[src/rtl/regfile_sb_pkg.sv]
// rtl/regfile_sb_pkg.sv - shared constants and types for the scoreboarded register file
//
// Purpose : default data/address geometry, the architectural zero register
//           index and the read-source classification used by the read muxes.
// Ports   : none (package)
package regfile_sb_pkg;

    localparam int DEF_XLEN = 32;
    localparam int DEF_NREG = 32;
    localparam int REG_ZERO = 0;

    // Where a read port takes its result from in the current cycle.
    typedef enum logic [1:0] {
        RD_ZERO_OK = 2'd0,  // port idle or x0: data 0, operand ready
        RD_STORED  = 2'd1,  // no pending writer: stored word
        RD_BYPASS  = 2'd2,  // last pending writer retiring now: forwarded data
        RD_STALL   = 2'd3   // operand not yet available
    } rd_src_e;

endpackage

[src/rtl/regfile_sb_cnt.sv]
// rtl/regfile_sb_cnt.sv - pending-write counter for one architectural register
//
// Purpose : tracks how many issued-but-not-written-back producers target
//           this register; increments on accepted issue, decrements by the
//           number of write-back hits, floors at zero, clears on flush.
// Ports   : clk_in, rst_n_in      clock / async active-low reset
//           inc_in                accepted issue to this register
//           dec_in  [DW-1:0]      number of write-back ports hitting it
//           flush_in              discard tracking
//           pcnt_out[CNT_W-1:0]   current pending count
module regfile_sb_cnt
    import regfile_sb_pkg::*;
#(
    parameter int CNT_W = 2,
    parameter int DW    = 2
) (
    input  logic             clk_in,
    input  logic             rst_n_in,
    input  logic             inc_in,
    input  logic [DW-1:0]    dec_in,
    input  logic             flush_in,
    output logic [CNT_W-1:0] pcnt_out
);

    localparam int SW = ((CNT_W > DW) ? CNT_W : DW) + 1;

    logic [CNT_W-1:0] pcnt_q;
    logic [CNT_W-1:0] pcnt_d;
    logic [SW-1:0]    sum;

    // Issue is never accepted at MAX, so sum cannot exceed MAX; the floor
    // covers write-backs that outnumber the tracked producers.
    always_comb begin
        sum    = SW'(pcnt_q) + SW'(inc_in);
        pcnt_d = '0;
        if (!flush_in && (sum > SW'(dec_in))) begin
            pcnt_d = CNT_W'(sum - SW'(dec_in));
        end
    end

    always_ff @(posedge clk_in or negedge rst_n_in) begin
        if (!rst_n_in) begin
            pcnt_q <= '0;
        end else begin
            pcnt_q <= pcnt_d;
        end
    end

    assign pcnt_out = pcnt_q;

endmodule

[src/rtl/regfile_sb.sv]
// rtl/regfile_sb.sv - multi-ported register file with per-register pending-write scoreboard
//
// Purpose : NREG x XLEN register file, NWP write-back ports, NRP combinational
//           read ports reporting operand readiness, and an issue interface that
//           is back-pressured when a register's pending counter is saturated.
//           Optional same-cycle write-back forwarding under REGFILE_SB_BYPASS_EN.
// Ports   : clk_in, rst_n_in                     clock / async active-low reset
//           wb_we_in, wb_addr_in, wb_data_in     write-back ports (port 0 in LSBs)
//           iss_valid_in, iss_rd_in, iss_ready_out  destination issue handshake
//           flush_in                             drop all pending tracking
//           rd_en_in, rd_addr_in                 read requests
//           rd_data_out, rd_ok_out               read data / operand ready
module regfile_sb
    import regfile_sb_pkg::*;
#(
    parameter  int XLEN  = DEF_XLEN,
    parameter  int NREG  = DEF_NREG,
    parameter  int NRP   = 2,
    parameter  int NWP   = 2,
    parameter  int CNT_W = 2,
    localparam int AW    = $clog2(NREG)
) (
    input  logic                clk_in,
    input  logic                rst_n_in,
    input  logic [NWP-1:0]      wb_we_in,
    input  logic [NWP*AW-1:0]   wb_addr_in,
    input  logic [NWP*XLEN-1:0] wb_data_in,
    input  logic                iss_valid_in,
    input  logic [AW-1:0]       iss_rd_in,
    output logic                iss_ready_out,
    input  logic                flush_in,
    input  logic [NRP-1:0]      rd_en_in,
    input  logic [NRP*AW-1:0]   rd_addr_in,
    output logic [NRP*XLEN-1:0] rd_data_out,
    output logic [NRP-1:0]      rd_ok_out
);

    localparam int               DW  = $clog2(NWP + 1);
    localparam logic [CNT_W-1:0] MAX = '1;

    logic [XLEN-1:0]  mem_q  [NREG];
    logic [XLEN-1:0]  mem_d  [NREG];
    logic [CNT_W-1:0] pcnt   [NREG];
    logic [AW-1:0]    wb_addr [NWP];
    logic [XLEN-1:0]  wb_data [NWP];
    logic [XLEN-1:0]  rd_data [NRP];
    logic             rd_ok   [NRP];
    logic             iss_accept;

    always_comb begin
        for (int p = 0; p < NWP; p++) begin
            wb_addr[p] = wb_addr_in[p*AW +: AW];
            wb_data[p] = wb_data_in[p*XLEN +: XLEN];
        end
    end

    // x0 is never tracked, so it is always ready.
    always_comb begin
        iss_ready_out = rst_n_in &&
                        ((pcnt[iss_rd_in] != MAX) || (iss_rd_in == AW'(REG_ZERO)));
        iss_accept    = iss_valid_in && iss_ready_out && !flush_in;
    end

    for (genvar r = 0; r < NREG; r++) begin : g_cnt
        logic [DW-1:0] dec;
        logic          inc;

        always_comb begin
            dec = '0;
            for (int p = 0; p < NWP; p++) begin
                if (wb_we_in[p] && (wb_addr[p] == AW'(r)) && (r != REG_ZERO)) begin
                    dec = dec + DW'(1);
                end
            end
            inc = iss_accept && (iss_rd_in == AW'(r)) && (r != REG_ZERO);
        end

        regfile_sb_cnt #(
            .CNT_W (CNT_W),
            .DW    (DW)
        ) u_cnt (
            .clk_in   (clk_in),
            .rst_n_in (rst_n_in),
            .inc_in   (inc),
            .dec_in   (dec),
            .flush_in (flush_in),
            .pcnt_out (pcnt[r])
        );
    end

    // Ascending port order lets the highest-index port win on an address clash.
    always_comb begin
        mem_d = mem_q;
        for (int p = 0; p < NWP; p++) begin
            if (wb_we_in[p] && (wb_addr[p] != AW'(REG_ZERO))) begin
                mem_d[wb_addr[p]] = wb_data[p];
            end
        end
    end

    always_ff @(posedge clk_in or negedge rst_n_in) begin
        if (!rst_n_in) begin
            for (int r = 0; r < NREG; r++) begin
                mem_q[r] <= '0;
            end
        end else begin
            mem_q <= mem_d;
        end
    end

    for (genvar i = 0; i < NRP; i++) begin : g_rd
        logic [AW-1:0] addr;
        logic          hit;
        rd_src_e       src;
`ifdef REGFILE_SB_BYPASS_EN
        logic [XLEN-1:0] hit_data;
`endif

        always_comb begin
            addr = rd_addr_in[i*AW +: AW];
            hit  = 1'b0;
`ifdef REGFILE_SB_BYPASS_EN
            hit_data = '0;
`endif
            for (int p = 0; p < NWP; p++) begin
                if (wb_we_in[p] && (wb_addr[p] == addr)) begin
                    hit = 1'b1;
`ifdef REGFILE_SB_BYPASS_EN
                    hit_data = wb_data[p];
`endif
                end
            end

            if (!rd_en_in[i] || (addr == AW'(REG_ZERO))) begin
                src = RD_ZERO_OK;
            end else if ((pcnt[addr] == '0) && !hit) begin
                src = RD_STORED;
`ifdef REGFILE_SB_BYPASS_EN
            end else if (hit && (pcnt[addr] <= CNT_W'(1))) begin
                src = RD_BYPASS;
`endif
            end else begin
                src = RD_STALL;
            end

            rd_data[i] = '0;
            rd_ok[i]   = 1'b0;
            if (rst_n_in) begin
                case (src)
                    RD_ZERO_OK: rd_ok[i] = 1'b1;
                    RD_STORED: begin
                        rd_data[i] = mem_q[addr];
                        rd_ok[i]   = 1'b1;
                    end
`ifdef REGFILE_SB_BYPASS_EN
                    RD_BYPASS: begin
                        rd_data[i] = hit_data;
                        rd_ok[i]   = 1'b1;
                    end
`endif
                    default: rd_ok[i] = 1'b0;
                endcase
            end
        end
    end

    always_comb begin
        for (int i = 0; i < NRP; i++) begin
            rd_data_out[i*XLEN +: XLEN] = rd_data[i];
            rd_ok_out[i]                = rd_ok[i];
        end
    end

endmodule

[config.mk]
export PLATFORM = sky130hd
export DESIGN_NAME = regfile_sb
export DESIGN_NICKNAME = d
export VERILOG_FILES = /design/src/rtl/regfile_sb_pkg.sv /design/src/rtl/regfile_sb_cnt.sv /design/src/rtl/regfile_sb.sv
export SDC_FILE = /design/constraint.sdc
export NUM_CORES = 2
export LEC_CHECK = 0
export CAP_MARGIN = 20
export CORE_UTILIZATION = 40
export CTS_CLUSTER_SIZE = 12
export DETAILED_ROUTE_END_ITERATION = 8
export SYNTH_ARGS = -nofsm -noshare
export SYNTH_HDL_FRONTEND = slang
export SYNTH_SLANG_ARGS = --single-unit
export TNS_END_PERCENT = 1
[constraint.sdc]
create_clock -name clk_in -period 2.9 [get_ports clk_in]
set_clock_uncertainty 0.1 [all_clocks]
set_input_delay 0.58 -clock clk_in [delete_from_list [all_inputs] [get_ports clk_in]]
set_output_delay 0.58 -clock clk_in [all_outputs]
set_load 0.01 [all_outputs]
**Word level (Yosys, flattened, before mapping)**

Cells that the tools add are included.

- Output and inout port bits: 67
- Input bits: 97
- Bits in registers: 1086
- Word-level logic and storage cells: 587

- Equal/unequal tests: 100
- Bitwise logic cells: 5
- Add/subtract/negate cells: 93
- $lt $le $gt $ge: 38
- Reduce and logical (&&, ||, !) cells: 156
- Muxes and demuxes: 132

Operators by type and width:

| operator | number |
|---|---|
| $bwmux 1024 | 2 |
| $mux 1024 | 2 |
| $bmux 32 s5 | 2 |
| $demux 32 s5 | 2 |
| $mux 32 | 10 |
| $eq 5x5->1 const B | 48 |
| $mux 2 | 72 |
| $logic_and 1x1->1 | 137 |
| $eq 5x4->1 const B | 24 |
| $add 2x1->3 | 31 |
| $gt 3x2->1 | 31 |
| $sub 2x2->2 | 31 |
| $eq 5x3->1 const B | 12 |
| $add 2x1->2 const B | 29 |
| $mux 1 | 39 |
| $bmux 2 s5 | 3 |
| $eq 5x2->1 const B | 6 |
| $ge 6x6->1 const B | 5 |
| $not 5->6 | 5 |
| $eq 5x5->1 | 4 |
| $eq 5x1->1 const B | 3 |
| $logic_not 5->1 | 3 |
| $lt 6x1->1 const B | 2 |
| $reduce_bool 5->1 | 2 |
| 7 further kinds | 19 |

**Longest topological paths before layout**

- Word-level depth: 14
- Depth in mapped cells: 15
- Depth with buffers taken out: 13

**Hierarchy**

From an unflattened synthesis, not the netlist that was laid out.

- Cell total of the unflattened synthesis: 6493
- Area, all modules: 70122.3 sq um

Modules (own cells, without submodules):

| module | sequential area each (sq um) | cells each | times used | area each (sq um) |
|---|---|---|---|---|
| regfile_sb | 25624.6 | 6013 | 1 | 64677.0 |
| regfile_sb_cnt | 50.0 | 15 | 32 | 170.2 |

**Worst setup path before layout**

No wires, ideal clock.

- Path type: input port to flip-flop
- Start: in iss_rd_in[1]
- End: reg g_cnt[27].u_cnt.pcnt_q[0]
- Required time: 2.714 ns
- Buffers on the path: 2
- Arrival time: 3.107 ns
- Slack: -0.393 ns
- Stages: 12
- Library setup time: 0.086 ns
- Path through: clkbuf_1 clkbuf_1 o21ai_0 a21o_1 a41o_1 or2_2 nor2_1 ha_1 inv_1 fa_1 o31a_1 nor3_1

- Word-level cells in the longest chain between the ends: 14
- Elaborated cells between the ends (all ways): 17
- Those cells by class: add/sub: 2; order compare: 1; eq/ne: 2; mux: 4; bitwise: 1; reduce/logical: 7

Ends and longest elaborated chain:

| item | RTL line | RTL |
|---|---|---|
| from (decl) | regfile_sb.sv:29 | `input logic [AW-1:0] iss_rd_in,` |
| $not 5->6 (implied by the code) | regfile_sb.sv:60 | `((pcnt[iss_rd_in] != MAX) \|\| (iss_rd_in == AW'(REG_ZERO)));` |
| $bmux 2 s5 | regfile_sb.sv:60 |  |
| $mux 2 (implied by the code) (2 in series) | regfile_sb.sv:60 |  |
| $ne 2x2->1 | regfile_sb.sv:60 |  |
| $logic_or 1x1->1 | regfile_sb.sv:60 |  |
| $logic_and 1x1->1 | regfile_sb.sv:59 | `iss_ready_out = rst_n_in &&` |
| $logic_and 1x1->1 (2 in series) | regfile_sb.sv:61 | `iss_accept = iss_valid_in && iss_ready_out && !flush_in;` |
| $logic_and 1x1->1 * | regfile_sb.sv:75 | `inc = iss_accept && (iss_rd_in == AW'(r)) && (r != REG_ZERO);` |
| $add 2x1->3 * | regfile_sb_cnt.sv:34 | `sum = SW'(pcnt_q) + SW'(inc_in);` |
| $gt 3x2->1 | regfile_sb_cnt.sv:36 | `if (!flush_in && (sum > SW'(dec_in))) begin` |
| $logic_and 1x1->1 | regfile_sb_cnt.sv:36 |  |
| $mux 2 * | regfile_sb_cnt.sv:36 |  |
| net g_cnt[27].u_cnt.pcnt_d[0] | regfile_sb_cnt.sv:28 | `logic [CNT_W-1:0] pcnt_d;` |
| to (signal assigned) | regfile_sb_cnt.sv:45 | `pcnt_q <= pcnt_d;` |
| to (decl) | regfile_sb_cnt.sv:27 | `logic [CNT_W-1:0] pcnt_q;` |

Mark *: on every way through the listed nets, which the timed path passes. The rest lies on a longest branch. The select of a mux whose other input is x is not followed.

**Worst setup path in the final report**

- Start: in rd_addr_in[3]
- End: out rd_data_out[0]

- Word-level cells in the longest chain between the ends: 11
- Elaborated cells between the ends (all ways): 23
- Those cells by class: eq/ne: 3; mux: 12; bitwise: 1; reduce/logical: 7

Ends and longest elaborated chain:

| item | RTL line | RTL |
|---|---|---|
| from (decl) | regfile_sb.sv:33 | `input logic [NRP*AW-1:0] rd_addr_in,` |
| $not 5->6 (implied by the code) or $eq 5x5->1 (tied branches) | regfile_sb.sv:136, regfile_sb.sv:152, regfile_sb.sv:126 |  |
| $bmux 2 s5 or $logic_and 1x1->1 (tied branches) | regfile_sb.sv:136, regfile_sb.sv:126 |  |
| $mux 2 (implied by the code) or $mux 1 (tied branches) (2 in series) | regfile_sb.sv:136, regfile_sb.sv:126 |  |
| $logic_not 2->1 or $logic_not 1->1 (tied branches) | regfile_sb.sv:136 | `end else if ((pcnt[addr] == '0) && !hit) begin` |
| $logic_and 1x1->1 | regfile_sb.sv:136 |  |
| $mux 2 | regfile_sb.sv:136 |  |
| $mux 2 | regfile_sb.sv:134 | `if (!rd_en_in[i] \|\| (addr == AW'(REG_ZERO))) begin` |
| $eq 2x1->1 | regfile_sb.sv:149 | `case (src)` |
| $mux 32 * | regfile_sb.sv:149 |  |
| $mux 32 * | regfile_sb.sv:148 | `if (rst_n_in) begin` |
| to (decl) | regfile_sb.sv:34 | `output logic [NRP*XLEN-1:0] rd_data_out,` |

Mark *: on every way between the ends. The rest lies on a longest branch, timed or not. The select of a mux whose other input is x is not followed.

==> flow_results.org <==
** Pwr
- Internal power consumption :: 35.58 mW
- Clock Power Share :: 30.0%
- Maximum vdd drop :: 0.5618 mV
- Sequential cells account for 40.5% of the total power.
- The design draws 52.49 mW.
- Part of the power in combinational logic :: 29.5%
- Switching power as a share of total power :: 32.22%
- Pwr dens :: 599.0 nW/um^2
- Net Sw Power :: 16.91 mW
- In this run the static leakage power is 39.57 nW.

** Clocking
- Clock latency on the worst-skew pair, taken at its later pin, is 740 ps.
- Number of sinks handled by clock tree synthesis :: 1,086
- TritonCTS built the clock tree.
- The H-tree generated during clock tree synthesis spans 3 levels.
- The cell sitting at the root of the clock tree is a clkbuf_16.
- CTS clock-pin slew for the worst setup and hold paths :: 60 ps
- No sink is reached through more buffers than the 3 on the longest clock path.
- TritonCTS buffer count :: 120

** STA
- Setup violations remaining at the end of the flow were counted as 106.
- Slew Limit Headroom :: 23.27%
- Counting I/O delays and the setup requirement, the final critical path takes 3909 ps.
- Setup total negative slack on the finished layout was measured at -53,820 ps.
- Post-route fraction of the period consumed by the critical path :: 134.8%
- Final Slew Violations :: 0
- At the pin with the least slew margin, the transition time is 1151 ps.
- Final worst-path setup slack :: -1009 ps
- Number of hold violations in the final report :: 0
- Upper clock frequency limit :: 255.8 MHz
- RSZ-0062 raised after global routing :: yes

** Critical path
- Together, buffers and inverters on the worst path number 6.
- For flop-to-flop paths, the worst setup slack is -170 ps.
- STA classifies the critical path startpoint as a primary input.
- Worst r2r path cells :: 12
- The worst setup path is of the primary input to primary output kind.
- Top Family by Delay on Critical Path :: buffers and inverters
- Crit-path cells :: clkdlybuf4s50_1, buf_4, inv_1, buf_4, nand3_2, buf_12, nor2b_1, a21oi_1, a31oi_2, buf_4
- Cell type with the highest occurrence count on the critical path :: buf_4
- Worst flop-to-flop path startpoint :: g_cnt[24].u_cnt.pcnt_out[0]
- Crit path capture type :: primary output
- Data arrival time of the critical path :: 3230 ps
- In this design, the stage delay of the slowest critical-path cell is 730 ps.
- Along the worst path, the maximum fanout reaches 16.
- Endpoint of the worst register-to-register path :: g_cnt[10].u_cnt.pcnt_out[0]
- At the worst endpoint, the required time is 2220 ps.
- Slowest CP cell :: a21oi_1

** Synth
- The synthesized netlist devotes 16.55% of its cell area to compound gates.
- Dividing the synthesized area by the synthesized cell count gives 10.04 um^2.
- In this run, synthesis produced a sequential element count of 1,086.
- Net Count, Synth :: 7,210
- In the synthesized netlist, the number of instances is 6,958.
- The synthesized netlist occupies a cell area of 69,880 um^2.
- After synthesis, the share of cell area in mux cells is 26.00%.
- Post-synthesis share of cell area spent on full adders, half adders and majority gates :: 3.108%
- Of the synthesized area, sequential elements account for 38.89%.
- Asr flop ratio synth :: 100.0%
- Post-synthesis xor/xnor area fraction :: 0.2507%
- Number of unique standard cell types used by synthesis :: 69
- Yosys mapped a number of flops with a built-in enable equal to 0.
- Warnings, synthesis :: 0
- Simple logic cell fraction of the synthesized area :: 9.205%
- In the synthesized netlist the dominant register cell turns out to be dfrtp_1.
- Combinational family with the most area after synthesis :: multiplexers

** Floorplan
- The die is 420.0 um tall.
- The die is 420.0 um wide.
- Count of boundary I/O pins :: 164
- The die covers 176,400 um^2.
- The core region is 173,600 um^2.
- In this run the core area contains 153 standard-cell rows.
- The initial utilization of the core area, before any placement, comes to 40.25%.

** Detailed routing
- For this run, the detailed router's first-pass iteration total came to 9.
- Vias per cell :: 6.605
- Aggregate routed wire length :: 353,700 um
- Final ANT Viol Nets :: 0
- Routed wire per std cell :: 35.13 um
- The detailed router finished its first iteration with 10,220 violations.
- Number of design rule violations left after detail routing :: 0
- DR vias :: 66,500

** Place
- Including well taps, the total number of placed cells is 9,821.
- At the placement stage, the worst setup path has a slack of -1494 ps.
- Number of buffers inserted by port buffering :: 163
- Detailed placement ended at an HPWL of 223,700 um.
- Weighted congestion reported at the end of routability-driven placement :: 1.010

** Global routing
- After global routing the overflow that remains totals 0.
- The number of antenna violations at the first check in global routing was 31.
- For this run, the total global-route usage over all layers was measured as 39.49%.
- Pin count of the biggest net entering global routing :: 161
- The first global-routing pass estimated 490,800 um of wire.
- The number of global-route vias before repair came to 64,140.

** Status
- Violations in the final reports :: negative setup slack
- Outcome :: complete, but fails checks

** Final layout
- Compared with the post-synthesis result, the final layout area differs by 25.39%.
- Total of fill cells in the finished design :: 15,390
- The count of cells in the finished layout, fillers not included, comes to 10,070.
- Fraction of final layout cells sized beyond drive strength 1 :: 28.23%
- At the end of the flow, the number of nets in the layout was 7,879.

** Flow run
- Maxcap violations :: 0

** Min path
- Worst min-delay path class :: primary input to asynchronous set/reset pin
synthesized netlist by cell type, types with 12 or more instances:
| cell type | instances | area [um^2] |
|---|---|---|
| a211oi_1 | 32 | 240.2 |
| a21oi_1 | 132 | 660.6 |
| a221oi_1 | 25 | 219.0 |
| a221oi_2 | 17 | 255.2 |
| a22oi_1 | 496 | 3724 |
| a31oi_1 | 68 | 425.4 |
| a32oi_1 | 61 | 534.3 |
| and2_1 | 22 | 137.6 |
| and3_1 | 35 | 219.0 |
| buf_1 | 40 | 150.1 |
| buf_2 | 179 | 895.9 |
| buf_6 | 22 | 247.7 |
| clkbuf_1 | 570 | 2140 |
| dfrtp_1 | 1086 | 27180 |
| fa_1 | 31 | 620.6 |
| ha_1 | 124 | 1551 |
| inv_1 | 186 | 698.2 |
| mux2i_1 | 851 | 8518 |
| mux4_2 | 428 | 9639 |
| nand2_1 | 1008 | 3784 |
| nand3_1 | 13 | 65.06 |
| nor2_1 | 233 | 874.6 |
| nor2b_1 | 74 | 462.9 |
| nor3_1 | 73 | 365.4 |
| o21ai_0 | 953 | 4770 |
| o22ai_1 | 27 | 168.9 |
| o31a_1 | 31 | 271.5 |
| xor2_1 | 12 | 105.1 |
placed cells by master (no fill, tap or decap), types with 17 or more instances in the layout:
cell type,n
clkbuf_1,33
clkinv_2,20
diode_2,22
nor3_1,58
a221oi_2,17
mux2i_1,850
mux4_2,428
nor2_4,61
dfrtp_1,1082
a31oi_2,23
nand2_1,975
fa_1,25
a32oi_1,61
clkdlybuf4s50_1,82
buf_2,28
a21oi_1,101
a21oi_2,26
o22ai_1,27
nand2_4,21
a221oi_1,24
and3_1,34
and2_1,21
o31a_1,31
a211oi_1,17
a31oi_1,34
clkbuf_16,122
buf_4,1030
nor2_1,164
a22oi_1,496
clkbuf_8,29
buf_12,163
ha_1,114
buf_6,30
nor2b_1,68
nor2_2,17
inv_1,183
o21ai_0,946
cells by family (layout without fill, tap and decap cells):
logic type                 count (synthesis)  in the layout
adders and majority gates                155            155
AOI/OAI and AO/OA                       1877           1877
muxes                                   1280           1280
DFF                                     1086           1086
and+or+nand+nor                         1533           1533
xor gates and xnor gates                  20             20
buffers and inverters                   1007           1770
other                                      0             22
worst min-delay path, delay by kind of cell:
family	cells	cell delay (ps)
buf+inv	4	840
how the worst max path moves through the flow:
stage	startpoint	slack (ps)	cells after the start	endpoint
final	rd_addr_in[3]	-1010	10	rd_data_out[0]
after global routing	g_cnt[3].u_cnt.pcnt_out[1]	-960	10	rd_data_out[2]
after CTS	g_cnt[1].u_cnt.pcnt_out[0]	-1210	10	rd_data_out[26]
after detailed placement	rd_addr_in[3]	-1490	11	rd_data_out[19]
after global placement	rd_addr_in[3]	-1520	11	rd_data_out[16]
after floorplan	iss_rd_in[1]	-90	13	g_cnt[4].u_cnt.pcnt_out[0]
flip-flops by register name, summed over array words and instances, names as in the netlist:
register / cells
mem_q: 1024
g_cnt.u_cnt.pcnt_out: 62
metrics by stage:
stage | utilization, % | area [um^2] | hold WS [ps]
6_report | 50.47 | 87630 | 263.7
2_1_floorplan | - | 70150 | 184.4
5_1_grt | 50.44 | 87590 | 266.2
4_1_cts | 49.99 | 86800 | 300.6
3_3_place_gp | 47.61 | 82670 | 280.5
3_5_place_dp | 47.61 | 82670 | 285.4
power by group through the flow:
stage	combinational (mW)	clock [mW]	sequential, mW
global route	16.3	16.3	21.6
finish	15.5	15.8	21.2
global placement	14.5	0	21.2
floorplan	8.39	0	20.6
CTS	15.0	15.7	21.1
detailed placement	14.9	0	21.3
timing repair:
| item | 4_1_cts | 5_1_grt |
|---|---|---|
| gates cloned | 0 | 2 |
| pin swaps | 20 | 24 |
| setup endpoints to repair | 129 | 130 |
| endpoints found under the hold margin | 16 | 0 |
| hold buffers | 1 | 0 |
| resized for setup | 205 | 172 |
| setup buffers | 1 | 19 |
layout make-up:
type                            count  area [um^2]  area share (%)
Multi-Input combinational cell   4865        40120           45.79
Sequential cell                  1086        27180           31.02
Timing Repair Buffer             1365        12720           14.52
Clock buffer                      182         3526           4.024
Tap cell                         2325         2909           3.320
Inverter                          189        714.4          0.8153
Clock inverter                     34        391.6          0.4469
Antenna cell                       22        55.05         0.06283
metal layers:
metal,routed length [um],track usage (%)
met3,50370,15.56
met2,146900,55.64
met1,119600,46.78
met5,156,0.08336
met4,36590,33.97
(Power assumes the default switching activity.)
